`config.mk`:
```
export PLATFORM = sky130hd
export DESIGN_NAME = fb_scan_sequencer
export DESIGN_NICKNAME = d
export VERILOG_FILES = /design/src/rtl/gbvga_pkg.sv /design/src/rtl/toggle_sync.sv /design/src/rtl/fb_scan_sequencer.sv
export SDC_FILE = /design/constraint.sdc
export NUM_CORES = 1
export LEC_CHECK = 0
export CAP_MARGIN = 20
export CORE_ASPECT_RATIO = 0.7
export CORE_MARGIN = 1
export CORE_UTILIZATION = 50
export CTS_CLUSTER_SIZE = 12
export DETAILED_ROUTE_END_ITERATION = 12
export PLACE_DENSITY_LB_ADDON = 0.2
export SLEW_MARGIN = 10
export SYNTH_ARGS = -nofsm -noshare
export SYNTH_HDL_FRONTEND = slang
export SYNTH_SLANG_ARGS = --single-unit
```
`constraint.sdc`:
```
create_clock -name CLK_25MHz -period 2.05 [get_ports CLK_25MHz]
set_input_delay 0.3075 -clock CLK_25MHz [delete_from_list [all_inputs] [get_ports CLK_25MHz]]
set_output_delay 0.3075 -clock CLK_25MHz [all_outputs]
set_load 0.05 [all_outputs]
```
`src/rtl/gbvga_pkg.sv`:
```
// Shared constants and vertical scan states for the Game Boy to VGA framebuffer path.
package gbvga_pkg;

    localparam int GB_W      = 160;
    localparam int GB_H      = 144;
    localparam int GB_PIXELS = GB_W * GB_H;
    localparam int VGA_H_PIX = 640;
    localparam int VGA_V_PIX = 480;

    typedef enum logic [1:0] {
        V_TOP  = 2'd0,
        V_ACT  = 2'd1,
        V_DONE = 2'd2
    } vstate_t;

endpackage

```
`src/rtl/toggle_sync.sv`:
```
// Two-flop synchroniser for a level toggled in another clock domain; every
// edge of the toggle becomes a one-cycle pulse in the local domain.
module toggle_sync (
    input  logic clk,
    input  logic reset,
    input  logic tgl_i,
    output logic pulse_o
);

    logic [1:0] sync_q;
    logic       prev_q;

    always_ff @(posedge clk) begin
        if (reset) begin
            sync_q <= '0;
            prev_q <= 1'b0;
        end else begin
            sync_q <= {sync_q[0], tgl_i};
            prev_q <= sync_q[1];
        end
    end

    assign pulse_o = sync_q[1] ^ prev_q;

endmodule

```
`src/rtl/fb_scan_sequencer.sv`:
```
// Framebuffer read sequencer: maps the VGA beam onto an integer-scaled, centred
// 160x144 window using counters only, and owns the display/write bank swap.
module fb_scan_sequencer
    import gbvga_pkg::*;
#(
    parameter int SCALE  = 3,
    parameter int X0     = (VGA_H_PIX - GB_W * SCALE) / 2,
    parameter int Y0     = (VGA_V_PIX - GB_H * SCALE) / 2,
    parameter int RD_LAT = 1
) (
    input  logic        CLK_25MHz,
    input  logic        reset,
    input  logic [9:0]  hpos,
    input  logic [9:0]  vpos,
    input  logic        frame_start,
    input  logic        gb_frame_tgl,
    output logic [15:0] fb_raddr,
    output logic        wr_bank,
    output logic        pix_en,
    output logic [7:0]  drop_cnt
);

    localparam logic [9:0]  H_LOAD    = 10'(X0 - 1);
    localparam logic [9:0]  V_LOAD    = 10'(Y0 - 1);
    localparam logic [9:0]  H_LAST    = 10'(VGA_H_PIX - 1);
    localparam logic [1:0]  SUB_LAST  = 2'(SCALE - 1);
    localparam logic [7:0]  GX_LAST   = 8'(GB_W - 1);
    localparam logic [7:0]  GY_LAST   = 8'(GB_H - 1);
    localparam logic [14:0] LINE_STEP = 15'(GB_W);

    vstate_t       state_q, state_d;
    logic          line_end, v_load, v_step, h_load;
    logic [7:0]    gy_q, gx_q;
    logic [1:0]    ysub_q, xsub_q;
    logic [14:0]   line_base_q, pix_idx;
    logic          h_act_q;
    logic [RD_LAT:0] pix_pipe_q;
    logic          gb_done;
    logic          wr_bank_q, wr_bank_d;
    logic          ready_q, ready_d;
    logic [7:0]    drop_q, drop_d;
    logic [15:0]   raddr_q;

    assign line_end = (hpos == H_LAST);

    always_ff @(posedge CLK_25MHz) begin
        if (reset) state_q <= V_TOP;
        else       state_q <= state_d;
    end

    always_comb begin
        state_d = state_q;
        if (frame_start) begin
            state_d = V_TOP;
        end else if (line_end) begin
            case (state_q)
                V_TOP:   if (vpos == V_LOAD) state_d = V_ACT;
                V_ACT:   if (gy_q == GY_LAST && ysub_q == SUB_LAST) state_d = V_DONE;
                default: state_d = state_q;
            endcase
        end
    end

    always_comb begin
        v_load = 1'b0;
        v_step = 1'b0;
        h_load = 1'b0;
        if (!frame_start) begin
            case (state_q)
                V_TOP: v_load = line_end && (vpos == V_LOAD);
                V_ACT: begin
                    v_step = line_end;
                    h_load = (hpos == H_LOAD);
                end
                default: ;
            endcase
        end
    end

    // line_base tracks gy*160 so the pixel index needs only an adder
    always_ff @(posedge CLK_25MHz) begin
        if (reset || frame_start || v_load) begin
            gy_q        <= '0;
            ysub_q      <= '0;
            line_base_q <= '0;
        end else if (v_step) begin
            if (ysub_q == SUB_LAST) begin
                ysub_q      <= '0;
                gy_q        <= gy_q + 8'd1;
                line_base_q <= line_base_q + LINE_STEP;
            end else begin
                ysub_q <= ysub_q + 2'd1;
            end
        end
    end

    always_ff @(posedge CLK_25MHz) begin
        if (reset || frame_start) begin
            h_act_q <= 1'b0;
            gx_q    <= '0;
            xsub_q  <= '0;
        end else if (h_load) begin
            h_act_q <= 1'b1;
            gx_q    <= '0;
            xsub_q  <= '0;
        end else if (h_act_q) begin
            if (xsub_q == SUB_LAST) begin
                xsub_q <= '0;
                if (gx_q == GX_LAST) h_act_q <= 1'b0;
                else                 gx_q    <= gx_q + 8'd1;
            end else begin
                xsub_q <= xsub_q + 2'd1;
            end
        end
    end

    assign pix_idx = line_base_q + 15'(gx_q);

    always_ff @(posedge CLK_25MHz) begin
        if (reset) begin
            raddr_q    <= '0;
            pix_pipe_q <= '0;
        end else begin
            if (h_act_q) raddr_q <= {~wr_bank_q, pix_idx};
            pix_pipe_q <= {pix_pipe_q[RD_LAT-1:0], h_act_q};
        end
    end

    toggle_sync u_gb_sync (
        .clk     (CLK_25MHz),
        .reset   (reset),
        .tgl_i   (gb_frame_tgl),
        .pulse_o (gb_done)
    );

    // A frame finishing on the frame_start cycle is shown at once; if one was
    // already waiting, the older one is shown and the new one stays pending.
    always_comb begin
        wr_bank_d = wr_bank_q;
        ready_d   = ready_q;
        drop_d    = drop_q;
        if (frame_start) begin
            if (ready_q || gb_done) wr_bank_d = ~wr_bank_q;
            ready_d = ready_q && gb_done;
        end else if (gb_done) begin
            ready_d = 1'b1;
            if (ready_q && drop_q != 8'hFF) drop_d = drop_q + 8'd1;
        end
    end

    always_ff @(posedge CLK_25MHz) begin
        if (reset) begin
            wr_bank_q <= 1'b1;
            ready_q   <= 1'b0;
            drop_q    <= '0;
        end else begin
            wr_bank_q <= wr_bank_d;
            ready_q   <= ready_d;
            drop_q    <= drop_d;
        end
    end

    assign fb_raddr = raddr_q;
    assign wr_bank  = wr_bank_q;
    assign pix_en   = pix_pipe_q[RD_LAT];
    assign drop_cnt = drop_q;

endmodule

```
==> results of run 1 <==
## cells by family after synthesis
family / share of synthesized area [%]
AND/OR/NAND/NOR: 25.8
AO/OA/AOI/OAI: 15.1
flip-flops: 43.1
buffers and inverters: 2.73
XOR/XNOR: 5.01
multiplexers: 4.38
adder cells (fa/ha/maj): 3.95
## sequential cells by signal, summed over array words and instances (netlist names)
name              cells
fb_raddr             16
line_base_q          10
drop_cnt              8
gx_q                  8
gy_q                  8
pix_pipe_q            2
state_q               2
u_gb_sync.sync_q      2
xsub_q                2
ysub_q                2
h_act_q               1
ready_q               1
u_gb_sync.prev_q      1
wr_bank               1
## final timing paths
path	startpoint	to	slack [ns]	cells past startpoint
max	drop_cnt[2]	drop_cnt[2]	0.10	1
min	u_gb_sync.sync_q[0]	u_gb_sync.sync_q[1]	0.45	1
max reg2reg	gx_q[0]	gx_q[4]	0.24	6
min reg2reg	u_gb_sync.sync_q[0]	u_gb_sync.sync_q[1]	0.45	1
## synthesized netlist by cell type, types with 8 or more instances
cell type and n:
dfxtp_1 64, a21oi_1 24, nand3_1 9, or3_1 14
inv_1 8, mux2i_1 13, nor2b_1 8, or4_1 9
o21ai_0 15, o31ai_1 9, xnor2_1 10, nor2_1 33
nand2_1 16
## cell type report
class	count	share of cell area, %
tap	75	2.44
sequential	64	33.2
clock inverter	6	2.37
timing repair buffer	63	15.8
multi-input combinational	237	41.8
clock buffer	10	3.57
inverter	8	0.779
## routing by layer
| layer | global-route usage, % | vias to the layer above | share of wire (%) |
|---|---|---|---|
| met5 | 0 | - | 0 |
| met4 | 5.38 | 0 | 0.69 |
| met3 | 8.22 | 5 | 4.6 |
| met2 | 36.2 | 48 | 43 |
| met1 | 30.2 | 1197 | 51 |
| li1 | - | 1318 | - |
## power groups by stage
stage	Combinational [mW]	Sequential (mW)	Clock [mW]
floorplan	0.0381	1.28	0
global placement	0.111	1.28	0
detailed placement	0.113	1.28	0
CTS	0.114	1.25	1.26
global route	0.122	1.25	1.31
finish	0.113	1.25	1.23
==> qor.csv, run 1 <==
metric,value,unit
failing checks,design-rule violations,
leakage power,1.31,nW
Netlist Area Pre-Place,2970,um^2
class of the worst hold path,reg -> reg,
crit path launch type,flop,
Root Buffer,clkbuf_8,
Detailed Route WL,6.66,mm
H-tree level count,3,
hpwl dp,4.77,mm
clk_lat worst skew,0.35,ns
vias in the first global route,2368,
first-pass GRT wire length,11.1,mm
Internal,2.03,mW
Fin Clk Skew,0.0107,ns
max-cap violation count,0,
status,finished with violations,
Seq pwr share,48.1,%
Die Area,6270,um^2
die width,94.2,um
clock power share,47.5,%
Final WS setup,0.101,ns
post_cts resized,0,
DIE HEIGHT,66.5,um
Synth Flop Type,dfxtp_1,
Post-synth EDFFs,0,
clk slew on worst S/H paths,0.08,ns
Post-synth ARST share,0,%
Inserted Diodes,0,
fin. max-slew vios,0,
placed cells,447,
post-synth top area share,43.1,%
critical path's largest stage delay,0.85,ns
"Distinct cells, synth",49,
ANT nets after route,0,
Overflow after GRT,0,
# hold bufs at CTS,0,
Worst-Margin Slew,0.601,ns
fraction of layout cells with a size suffix above 1,9.79,%
initial antenna violation count,0,
P_sw,566,uW
Avg WL per Cell,14.4,um
Final min period,1.95,ns
synthesis warning total,0,
"commonest non-fill, non-tap cell in the layout",dfxtp_1,
Avg Vias per Cell,5.55,
initial DRC count,92,
drt pass-1 iters,8,
CP Cell Sequence,clkdlybuf4s50_1,
Logic pwr share,4.4,%
worst vdd rail ir drop,0.473,mV
Final Util,67.3,%
multi-input logic area,1610,um^2
fmax,513,MHz
critical path data arrival time,1.64,ns
Worst Setup End Kind,primary output,
period utilization,95.1,%
Crit path max-delay family,buffers and inverters,
register area,1280,um^2
"commonest non-fill, non-tap cells in the layout","dfxtp_1 (64), clkdlybuf4s50_1 (49), nor2_1 (33)",
design area,3850,um^2
GPL Wtd Cong,0.803,
core area,5730,um^2
DRC violations left,2,
#FFs+latches synth,64,
critical path class,reg -> out,
# Post-CTS Setup Buffers,0,
worst-path maximum fanout,7,
I/O pins,50,
vias,2568,
GRT Total Usage,23.1,%
Area contributors post-synth,"dfxtp_1 (43%), mux2i_1 (4.4%), nor2_1 (4.2%)",
floorplan row count,23,
NumNets Final,415,
Setup-failing EPs final,0,
Bufs and invs on worst path,1,
total CTS buffers,9,
pin count of the biggest net entering global routing,30,
Yosys top cell by area,dfxtp_1,
Pwr Density,674,nW/um^2
area delta synth->final,29.6,%
"Power, Total",2.60,mW
area of placed instances,3620,um^2
Initial Utilization,51.9,%
Setup TNS,0,ns
pre-CTS WS,-0.100,ns
Max clock buf depth,2,
CTS tree,yes,
Worst EP required,1.74,ns
Clock Sinks,64,
port bufs,49,
WHS,0.452,ns
"Seq/Total Area, Yosys",43.1,%
Sw Share,21.8,%
"Avg Cell Area, Syn",9.27,um^2
crit path max-delay cell type,clkdlybuf4s50_1,
non-filler instance count after layout,463,
post-synth net total,353,
Rel. slew slack,59.6,%
Layout fillers,458,
RSZ-0062 raised after global routing,false,
Final Hold Violating Endpoints,0,
Cells after Synth,321,
Power figures use the tool's default switching activity.
==> run 2, diff against run 1 <==
--- a/config.mk
+++ b/config.mk
@@ -12,6 +12,7 @@
 export CTS_CLUSTER_SIZE = 12
 export DETAILED_ROUTE_END_ITERATION = 12
 export PLACE_DENSITY_LB_ADDON = 0.2
+export SETUP_SLACK_MARGIN = 0.05
 export SLEW_MARGIN = 10
 export SYNTH_ARGS = -nofsm -noshare
 export SYNTH_HDL_FRONTEND = slang
==> results of run 2 <==
Final layout, timing and power as in run 1 (identical DEF).
==> run 3, diff against run 2 <==
--- a/config.mk
+++ b/config.mk
@@ -12,7 +12,7 @@
 export CTS_CLUSTER_SIZE = 12
 export DETAILED_ROUTE_END_ITERATION = 12
 export PLACE_DENSITY_LB_ADDON = 0.2
-export SETUP_SLACK_MARGIN = 0.05
+export SETUP_SLACK_MARGIN = 0.4
 export SLEW_MARGIN = 10
 export SYNTH_ARGS = -nofsm -noshare
 export SYNTH_HDL_FRONTEND = slang
==> qor.csv, run 3 (synthesis gave the netlist of run 1 again) <==
metric,value,unit
Final min period,1.66,ns
Initial Utilization,51.9,%
drt pass-1 iters,4,
non-filler instance count after layout,473,
Inserted Diodes,0,
H-tree level count,3,
core area,5730,um^2
Fin Clk Skew,0.00642,ns
area delta synth->final,38.3,%
r2r startpoint,state_q[1],
status,"finished, final reports clean",
hold endpoint,u_gb_sync.sync_q[1],
die width,94.2,um
clk slew on worst S/H paths,0.07,ns
"Power, Total",2.65,mW
GPL Wtd Cong,0.793,
Final Hold Violating Endpoints,0,
vias in the first global route,2410,
Final WS setup,0.389,ns
fmax,602,MHz
ANT nets after route,0,
number of flip-flops under the largest register name,16,
Overflow after GRT,0,
reg2reg end,line_base_q[9],
NumNets Final,425,
first-pass GRT wire length,11.7,mm
pin count of the biggest net entering global routing,32,
Avg WL per Cell,15.7,um
Root Buffer,clkbuf_8,
vias,2728,
fin. max-slew vios,0,
DIE HEIGHT,66.5,um
worst vdd rail ir drop,0.576,mV
Rel. slew slack,64.6,%
worst hold start,u_gb_sync.sync_q[0],
port bufs,49,
DRC violations left,0,
"commonest non-fill, non-tap cells in the layout","dfxtp_1 (52), nor2_1 (33), dlygate4sd2_1 (29)",
initial DRC count,121,
Clock Sinks,64,
hpwl dp,4.92,mm
Worst-Margin Slew,0.531,ns
Setup TNS,0,ns
Worst EP required,2.32,ns
# hold bufs at CTS,0,
period utilization,81.0,%
hold path cells,1,
worst-path maximum fanout,7,
pre-CTS WS,-0.150,ns
critical path class,reg -> reg,
Max clock buf depth,2,
Layout fillers,445,
placed cells,447,
Worst Reg-to-Reg Cells,5,
GRT Total Usage,24.3,%
leakage power,1.50,nW
total CTS buffers,9,
Die Area,6270,um^2
crit path launch type,flop,
CTS tree,yes,
Worst Setup End Kind,flop,
WHS,0.441,ns
Setup-failing EPs final,0,
RSZ-0062 raised after global routing,true,
max-cap violation count,0,
Pwr Density,645,nW/um^2
critical path data arrival time,1.93,ns
Avg Vias per Cell,5.77,
"commonest non-fill, non-tap cell in the layout",dfxtp_1,
fraction of layout cells with a size suffix above 1,23.1,%
clk_lat worst skew,0.34,ns
initial antenna violation count,0,
Detailed Route WL,7.42,mm
class of the worst hold path,reg -> reg,
FF-to-FF setup slack,0.39,ns
I/O pins,50,
floorplan row count,23,
## run 3: worst max-delay path: stages, from the launching register on
cell	delay, ns
dfxtp_2	0.32
and4b_4	0.40
buf_12	0.12
nand3_4	0.11
or4_1	0.48
a21oi_1	0.16
## run 3: final cells by class
cell class / count / area [um^2] / share of cell area, %
Multi-Input combinational cell: 237 / 1790 / 43.6
Sequential cell: 64 / 1300 / 31.7
Inverter: 8 / 30.0 / 0.730
Tap cell: 75 / 93.8 / 2.28
Timing Repair Buffer: 73 / 656 / 15.9
Clock inverter: 6 / 108 / 2.62
Clock buffer: 10 / 128 / 3.10
## run 3: timing repair
action	in CTS	in global routing
setup buffers	6	4
gates cloned	0	0
endpoints found under the setup margin	49	32
gates resized for setup	54	41
pin swaps	16	21
## run 3: metal layers
layer,track usage (%),vias to the layer above,wire length (um)
met1,33.0,1316,3480
met4,4.62,0,75
met5,0,-,0
met3,7.99,11,471
met2,37.8,76,3400
li1,-,1325,-
## run 3: stage by stage
step / area [um^2] / utilization, %
finish: 4110 / 71.8
floorplan: 2980 / -
global route: 4110 / 71.8
detailed placement: 3630 / 63.4
global placement: 3630 / 63.4
CTS: 3970 / 69.3
## run 3: worst max-delay path by stage
stage	depth (start not counted)	endpoint	startpoint	slack, ns
after floorplan	5	fb_raddr[10]	gx_q[6]	0.44
after detailed placement	5	drop_cnt[2]	frame_start	-0.15
final	5	line_base_q[9]	state_q[1]	0.39
after CTS	1	drop_cnt[2]	drop_cnt[2]	0.36
after global placement	5	line_base_q[14]	frame_start	-0.02
after global routing	6	fb_raddr[14]	gx_q[6]	0.31
## run 3: where the power goes
group	switching [mW]	total [mW]	leakage (nW)	internal [mW]
clock	0.490	1.29	0.116	0.804
sequential	0.00311	1.25	0.523	1.24
combinational	0.0536	0.111	0.860	0.0575
total	0.546	2.65	1.50	2.10
